## config.mk

```make
export PLATFORM = sky130hd
export DESIGN_NAME = irq_ctrl
export DESIGN_NICKNAME = d
export VERILOG_FILES = /design/src/rtl/irq_ctrl_pkg.sv /design/src/rtl/irq_sync.sv /design/src/rtl/irq_ctrl.sv
export SDC_FILE = /design/constraint.sdc
export NUM_CORES = 1
export LEC_CHECK = 0
export BUFFER_PORTS_ARGS = -buffer_cell sky130_fd_sc_hd__buf_2
export CORE_MARGIN = 1.5
export CORE_UTILIZATION = 48
export DETAILED_ROUTE_END_ITERATION = 8
export GPL_TIMING_DRIVEN = 0
export PLACE_DENSITY = 0.81
export REMOVE_ABC_BUFFERS = 1
export SYNTH_ARGS = -nofsm -noshare
export SYNTH_HDL_FRONTEND = slang
export SYNTH_HIERARCHICAL = 1
export SYNTH_SLANG_ARGS = --single-unit
export TNS_END_PERCENT = 20
```

## constraint.sdc

```tcl
create_clock -name clk -period 1.85 [get_ports clk]
set_clock_uncertainty 0.2 [all_clocks]
set_input_delay 0.37 -clock clk [delete_from_list [all_inputs] [get_ports clk]]
set_output_delay 0.37 -clock clk [all_outputs]
set_load 0.1 [all_outputs]
```

## src/rtl/irq_ctrl_pkg.sv

```systemverilog
// Shared constants, types and helpers for the irq_ctrl interrupt controller.
package irq_ctrl_pkg;

  typedef logic [7:0] irq_vec_t;

  // Register offsets relative to IO_BASE
  localparam logic [2:0] OFF_STATUS = 3'd0;
  localparam logic [2:0] OFF_MASK   = 3'd1;
  localparam logic [2:0] OFF_CLEAR  = 3'd2;
  localparam logic [2:0] OFF_VECTOR = 3'd3;
  localparam logic [2:0] OFF_MODE   = 3'd4;

  localparam irq_vec_t VEC_NONE = 8'h80;
  localparam irq_vec_t MASK_RST = 8'hFF;  // everything masked out of reset
  localparam irq_vec_t MODE_RST = 8'hFF;  // everything edge-triggered out of reset

  // Returns {none, idx}: idx of the lowest set bit, none=1 when v is zero.
  function automatic logic [3:0] lowest_idx(input irq_vec_t v);
    lowest_idx = 4'b1000;
    for (int i = 7; i >= 0; i--) begin
      if (v[i]) lowest_idx = {1'b0, 3'(i)};
    end
  endfunction

endpackage

```

## src/rtl/irq_sync.sv

```systemverilog
// Multi-stage synchroniser for the raw interrupt sources plus rising-edge detect.
// s is the last synchroniser stage; rise = s & ~(s one cycle earlier).
module irq_sync #(
  parameter int SYNC_STAGES = 2,
  parameter int W           = 8
) (
  input  logic         clk,
  input  logic         rst_n,
  input  logic [W-1:0] src,
  output logic [W-1:0] s,
  output logic [W-1:0] rise
);

  logic [SYNC_STAGES-1:0][W-1:0] sync_q;  // [0] newest, [SYNC_STAGES-1] = s
  logic [W-1:0]                  s_d;

  // Shift sources through the synchroniser and keep one cycle of history.
  always_ff @(posedge clk) begin
    if (!rst_n) begin
      sync_q <= '0;
      s_d    <= '0;
    end else begin
      sync_q <= {sync_q[SYNC_STAGES-2:0], src};
      s_d    <= sync_q[SYNC_STAGES-1];
    end
  end

  assign s    = sync_q[SYNC_STAGES-1];
  assign rise = s & ~s_d;

endmodule

```

## src/rtl/irq_ctrl.sv

```systemverilog
// 8-channel interrupt controller: synchronise, latch edge/level into pending,
// mask, and drive the CPU's external IRQ lines. IO-mapped register file at
// IO_BASE..IO_BASE+4 (STATUS, MASK, CLEAR, VECTOR, MODE).
// Build option IRQ_CTRL_PRIORITY_EN: irq_req carries only the lowest-index
// active request (one-hot or zero) instead of all active requests.
module irq_ctrl
  import irq_ctrl_pkg::*;
#(
  parameter logic [21:0] IO_BASE     = 22'h000040,
  parameter int          SYNC_STAGES = 2
) (
  input  logic        clk,
  input  logic        rst_n,
  input  logic [7:0]  irq_src,
  input  logic [21:0] addr,
  input  logic [7:0]  wdata,
  input  logic        rd,
  input  logic        wr,
  input  logic        mem_io,
  output logic [7:0]  rdata,
  output logic        rdata_vld,
  output logic [7:0]  irq_req
);

  irq_vec_t s, rise, set_v, clr_v, pend_nxt, active, req_nxt, vector;
  irq_vec_t pending, mask, mode, rd_val;
  logic       sel, wr_en, rd_en;
  logic [2:0] off;
  logic [3:0] low;

  irq_sync #(.SYNC_STAGES(SYNC_STAGES), .W(8)) u_sync (
    .clk   (clk),
    .rst_n (rst_n),
    .src   (irq_src),
    .s     (s),
    .rise  (rise)
  );

  // Inside the window the offset fits in 3 bits, so the low bits suffice.
  assign sel   = ~mem_io & (addr >= IO_BASE) & (addr <= IO_BASE + 22'd4);
  assign off   = addr[2:0] - IO_BASE[2:0];
  assign wr_en = wr & sel;
  assign rd_en = rd & sel;

  // Set/clear/next-pending, vector and request selection.
  always_comb begin
    set_v    = (mode & rise) | (~mode & s);
    clr_v    = (wr_en && off == OFF_CLEAR) ? wdata : '0;
    pend_nxt = set_v | (pending & ~clr_v);  // set wins over a coincident clear
    active   = pending & ~mask;
    low      = lowest_idx(active);
    vector   = low[3] ? VEC_NONE : {5'b0, low[2:0]};
`ifdef IRQ_CTRL_PRIORITY_EN
    req_nxt  = active & (~active + 8'd1);  // isolate lowest set bit
`else
    req_nxt  = active;
`endif
  end

  // Read mux: always reflects pre-write register state.
  always_comb begin
    rd_val = '0;
    case (off)
      OFF_STATUS: rd_val = pending;
      OFF_MASK:   rd_val = mask;
      OFF_VECTOR: rd_val = vector;
      OFF_MODE:   rd_val = mode;
      default:    rd_val = '0;
    endcase
  end

  // Register file, pending latch, registered outputs.
  always_ff @(posedge clk) begin
    if (!rst_n) begin
      pending   <= '0;
      mask      <= MASK_RST;
      mode      <= MODE_RST;
      irq_req   <= '0;
      rdata     <= '0;
      rdata_vld <= 1'b0;
    end else begin
      pending   <= pend_nxt;
      irq_req   <= req_nxt;
      rdata_vld <= rd_en;
      rdata     <= rd_en ? rd_val : '0;
      if (wr_en && off == OFF_MASK) mask <= wdata;
      if (wr_en && off == OFF_MODE) mode <= wdata;
    end
  end

endmodule

```

== Word level (Yosys, flattened, before mapping) ==
Index checks and enable logic that the tools add are counted.

* Bits in latches: 0
* Output and inout bits: 17
* Memory bits (read-only): 0
* RAM bits: 0
* Memories: 0
* Flip-flop bits (word level): 65
* Logic and storage cells: 47

* Bitwise gates (word level): 16
* Divide/modulo/power cells: 0
* $lt $le $gt $ge: 2
* Mux-type cells: 11
* Add/sub/neg operators: 0
* Reductions and logical operators: 5
* Equality and inequality tests: 4
* Shift operators: 0
* Multiply operators: 0

{| class="wikitable"
|+ Operators by type and width
! operator !! count
|-
| $and 8x8->8 || 5
|-
| $mux 4 || 8
|-
| $not 8->8 || 4
|-
| $pmux 8 s4 || 1
|-
| $ge 22x7->1 const B || 1
|-
| $le 22x7->1 const B || 1
|-
| $mux 8 || 2
|-
| $or 8x8->8 || 2
|-
| $eq 3x2->1 const B || 2
|-
| $and 1x1->1 || 4
|-
| $eq 3x1->1 const B || 1
|-
| $eq 3x3->1 const B || 1
|-
| $logic_and 1x1->1 || 3
|-
| $logic_not 3->1 || 1
|-
| $reduce_and 2->1 || 1
|-
| $not 1->1 || 1
|}

== Depth between registers and ports, before layout ==
* Word-level depth: 12
* Gate-level depth with buffers: 6

== Hierarchy ==
The synthesis kept the hierarchy.

{| class="wikitable"
|+ Modules (own cells, without submodules)
! module !! seq. area each (um2) !! cells an instance !! instances !! area each (um2)
|-
| irq_ctrl || 820.8 || 221 || 1 || 2015.7
|-
| irq_sync || 480.5 || 66 || 1 || 774.5
|}

== Worst setup path after synthesis ==
OpenSTA, ideal clock, no wires.

* Path kind: input -> register
* From: in addr[1]
* To: reg mask[0]
* Slack: -136 ps
* Setup time: 121 ps
* Required time: 1529 ps
* Path buffers: 2
* Arrival time: 1666 ps
* Stages: 6
* Path through: clkbuf_1 o21ai_2 nand4_4 or4_4 buf_6 mux2i_1

* Longest elaborated chain between the ends: 5

{| class="wikitable"
|+ RTL lines
! what !! RTL line !! RTL
|-
| start, declared || irq_ctrl.sv:15 || <nowiki>input logic [21:0] addr,</nowiki>
|-
| $ge 22x7->1 || irq_ctrl.sv:40 || <nowiki>assign sel = ~mem_io & (addr >= IO_BASE) & (addr <= IO_BASE + 22'd4);</nowiki>
|-
| $and 1x1->1 (2 in series) || irq_ctrl.sv:40 ||
|-
| $and 1x1->1 || irq_ctrl.sv:42 || <nowiki>assign wr_en = wr & sel;</nowiki>
|-
| $logic_and 1x1->1 (*) || irq_ctrl.sv:86 || <nowiki>if (wr_en && off == OFF_MASK) mask <= wdata;</nowiki>
|-
| end signal, assigned || irq_ctrl.sv:86 ||
|-
| end, declared || irq_ctrl.sv:26 || <nowiki>irq_vec_t pending, mask, mode, rd_val;</nowiki>
|}

Every way passes the cells marked *; elsewhere a longest branch is shown, timed or not.
A chain may end at the register's enable or synchronous reset.

== Final worst setup path ==
* From: in addr[3]
* To: reg mode[6]

* Longest elaborated chain between the ends: 5

{| class="wikitable"
|+ RTL lines
! what !! RTL line !! RTL
|-
| $ge 22x7->1 || irq_ctrl.sv:40 ||
|-
| $and 1x1->1 || irq_ctrl.sv:40 ||
|-
| $and 1x1->1 (*) || irq_ctrl.sv:40 ||
|-
| $and 1x1->1 (*) || irq_ctrl.sv:42 ||
|-
| $logic_and 1x1->1 (*) || irq_ctrl.sv:87 || <nowiki>if (wr_en && off == OFF_MODE) mode <= wdata;</nowiki>
|-
| end signal, assigned || irq_ctrl.sv:87 ||
|-
| end, declared || irq_ctrl.sv:26 ||
|}

Marked as above.

==> qor.csv <==
metric,value,unit
slew at the pin closest to its max-slew limit,0.853,ns
IO Pins,60,
share of layout cells above drive strength 1,0.322,
worst hold endpoint,u_sync/sync_q[4],
post-DR wirelength/cell,12.9,um
"Max FO, Critical Path",6,
status,finished clean,
core area,5570,um^2
TritonCTS Sinks,65,
design area,3310,um^2
R2R depth,4,
Slew headroom,0.431,
wire length on met1,2340,um
initial antenna violation count,0,
HP Start,irq_src[4],
Final ANT Viol Nets,0,
P per Cell Area,931,nW/um^2
Num CTS Buffers,9,
WHS,0.0277,ns
reg2reg start,pending[5],
"Cell Area, Synth",2790,um^2
"Data required, critical path",1.87,ns
Synth Warn #,6,
Worst Hold Depth,2,
Final Cycle Share,0.985,
max_cap viols,0,
Unique masters post-synth,38,
htree depth,3,
largest net degree at the start of global routing,38,
Non-Filler Instances,414,
final core area utilization,0.593,
worst-skew pair later-pin latency,0.34,ns
critical path capture point type,flip-flop,
TNS Setup,0,ns
maximum clock rate,0.549,GHz
P_leak,1.48,nW
CP Class,input pin to flip-flop,
Layout Nets,380,
crit start category,input pin,
global route overflow,0,
Die Span X,79.2,um
Critical Path AT,1.84,ns
R2R Path End,rdata[7],
CTS Buffer Depth,2,
most frequent cells in the layout,"dfxtp_1 (65), buf_2 (59), nor2_1 (48)",
"Cell Area, Placed",3040,um^2
DRC viols,0,
DR WL met3,388,um
# diodes,0,
Peak VDD IR,500,uV
vias in the first global route,1960,
CTS tree,done,
vias per cell,5.01,
die area,6280,um^2
HPWL Detailed,3660,um
P&R area growth vs syn,18.5,%
vias,2076,
die extent in y,79.2,um
RSZ-0062 raised after global routing,true,
DR pass1 iterations,4,
post-route setup slack,0.0269,ns
highest routed layer,met4,
Post-Place Cells,398,
Reg2Reg Setup Slack,0.24,ns
Starting Density,0.501,
final setup fails,0,
Final Hold Fails,0,
"Power, Total",3.08,mW
"flops & latches, synth",65,
sequential element share of the synthesized area,0.466,
Met2 Wirelength,2520,um
syn_area_per_cell,9.72,um^2
Setup Slack @ Placement,-0.805,ns
Buffers on Ports,59,
clk root buf,clkbuf_8,
min Tclk post-route,1.82,ns
"commonest non-fill, non-tap cell in the layout",dfxtp_1,
GRT Total Usage,0.184,
register clock-pin slew on the reported worst setup and hold paths,0.06,ns
Cell Rows,27,
DRT Wirelength,5320,um
Final Max Slew Viols,0,
first-pass GRT wire length,8650,um
Gate Count Post-Synth,287,
final estimated routing congestion in global placement,0.815,
First DRT Iteration DRCs,127,
HP Class,input pin to flip-flop,
-- routing by layer --
layer / up-vias / track usage
li1: 1060 / -
met1: 941 / 0.212
met5: - / 0
met3: 10 / 0.0678
met4: 0 / 0.0737
met2: 65 / 0.308
-- what timing repair did --
item | in CTS | in global routing
hold endpoints to repair | 0 | 0
pin swaps | 1 | 1
setup endpoints to repair | 8 | 20
resized for setup | 3 | 4
setup buffers | 0 | 0
hold buffers | 0 | 0
-- power by group --
group | total (mW) | internal, mW | switching [mW]
Combinational | 0.197 | 0.0936 | 0.103
Sequential | 1.44 | 1.43 | 0.0140
Clock | 1.44 | 0.894 | 0.546
Total | 3.08 | 2.42 | 0.664
-- registers in the layout, indices dropped and copies added, names as in the netlist --
| register | cells |
|---|---|
| rdata_vld | 1 |
| rdata | 8 |
| mode | 8 |
| irq_req | 8 |
| u_sync/s_d | 8 |
| u_sync/s | 8 |
| pending | 8 |
| mask | 8 |
| u_sync/sync_q | 8 |
-- layout make-up --
cell class / instances / area [um^2]
repair buffers: 59 / 295
fillers: 491 / 2270
clock inverters: 7 / 119
inverters: 9 / 33.8
well taps: 72 / 90.1
clock buffers: 9 / 124
flip-flops and latches: 65 / 1300
multi-input cells: 193 / 1340
-- how the worst max path moves through the flow --
stage	end	slack (ns)	depth (start not counted)	start
floorplan	mode[3]	-0.06	4	addr[8]
global placement	pending[6]	-0.72	5	addr[4]
detailed placement	pending[0]	-0.80	5	addr[7]
CTS	rdata[1]	0.007	5	addr[0]
global route	mask[7]	-0.12	4	rst_n
finish	mode[6]	0.03	5	addr[3]
-- synth_stat cells --
cell type	instances	area [um^2]
o211ai_1	1	7.51
nand3_1	2	10.0
mux2i_1	24	240
or2_2	1	6.26
o21ai_2	1	8.76
nand2b_1	10	62.6
o311ai_0	1	8.76
buf_4	8	60.1
nor3_1	2	10.0
a2bb2oi_1	2	17.5
and3_1	1	6.26
clkbuf_1	6	22.5
buf_2	1	5.00
nand4_1	1	6.26
nor2_1	48	180
inv_1	9	33.8
o2bb2ai_1	3	26.3
buf_1	1	3.75
nor4_4	4	85.1
o21ai_0	9	45.0
nand4_4	1	21.3
nor4b_2	1	15.0
and2_2	9	67.6
nor2b_1	15	93.8
dfxtp_1	65	1300
and2_1	19	119
or4b_2	1	10.0
nand2_1	3	11.3
nor4_1	1	6.26
mux2_2	8	90.1
a211oi_1	3	22.5
a21oi_1	16	80.1
nor4_2	1	12.5
nand3b_1	1	7.51
buf_6	4	45.0
or4_4	2	22.5
and4_2	1	10.0
nand4b_1	1	8.76
-- cells by family (layout without fill, tap and decap cells) --
group	after synthesis	in the layout	synth area share
and+or+nand+nor	125	125	0.277
muxes	32	32	0.118
AOI/OAI and AO/OA	36	36	0.0776
DFF	65	65	0.466
buffers and inverters	29	84	0.0610
-- critical path, stage by stage --
cell     delay (ns)
buf_2          0.11
nor4_4         0.34
nand4_4        0.22
or4_4          0.64
mux2i_1        0.15
Power figures use the tool's default switching activity.
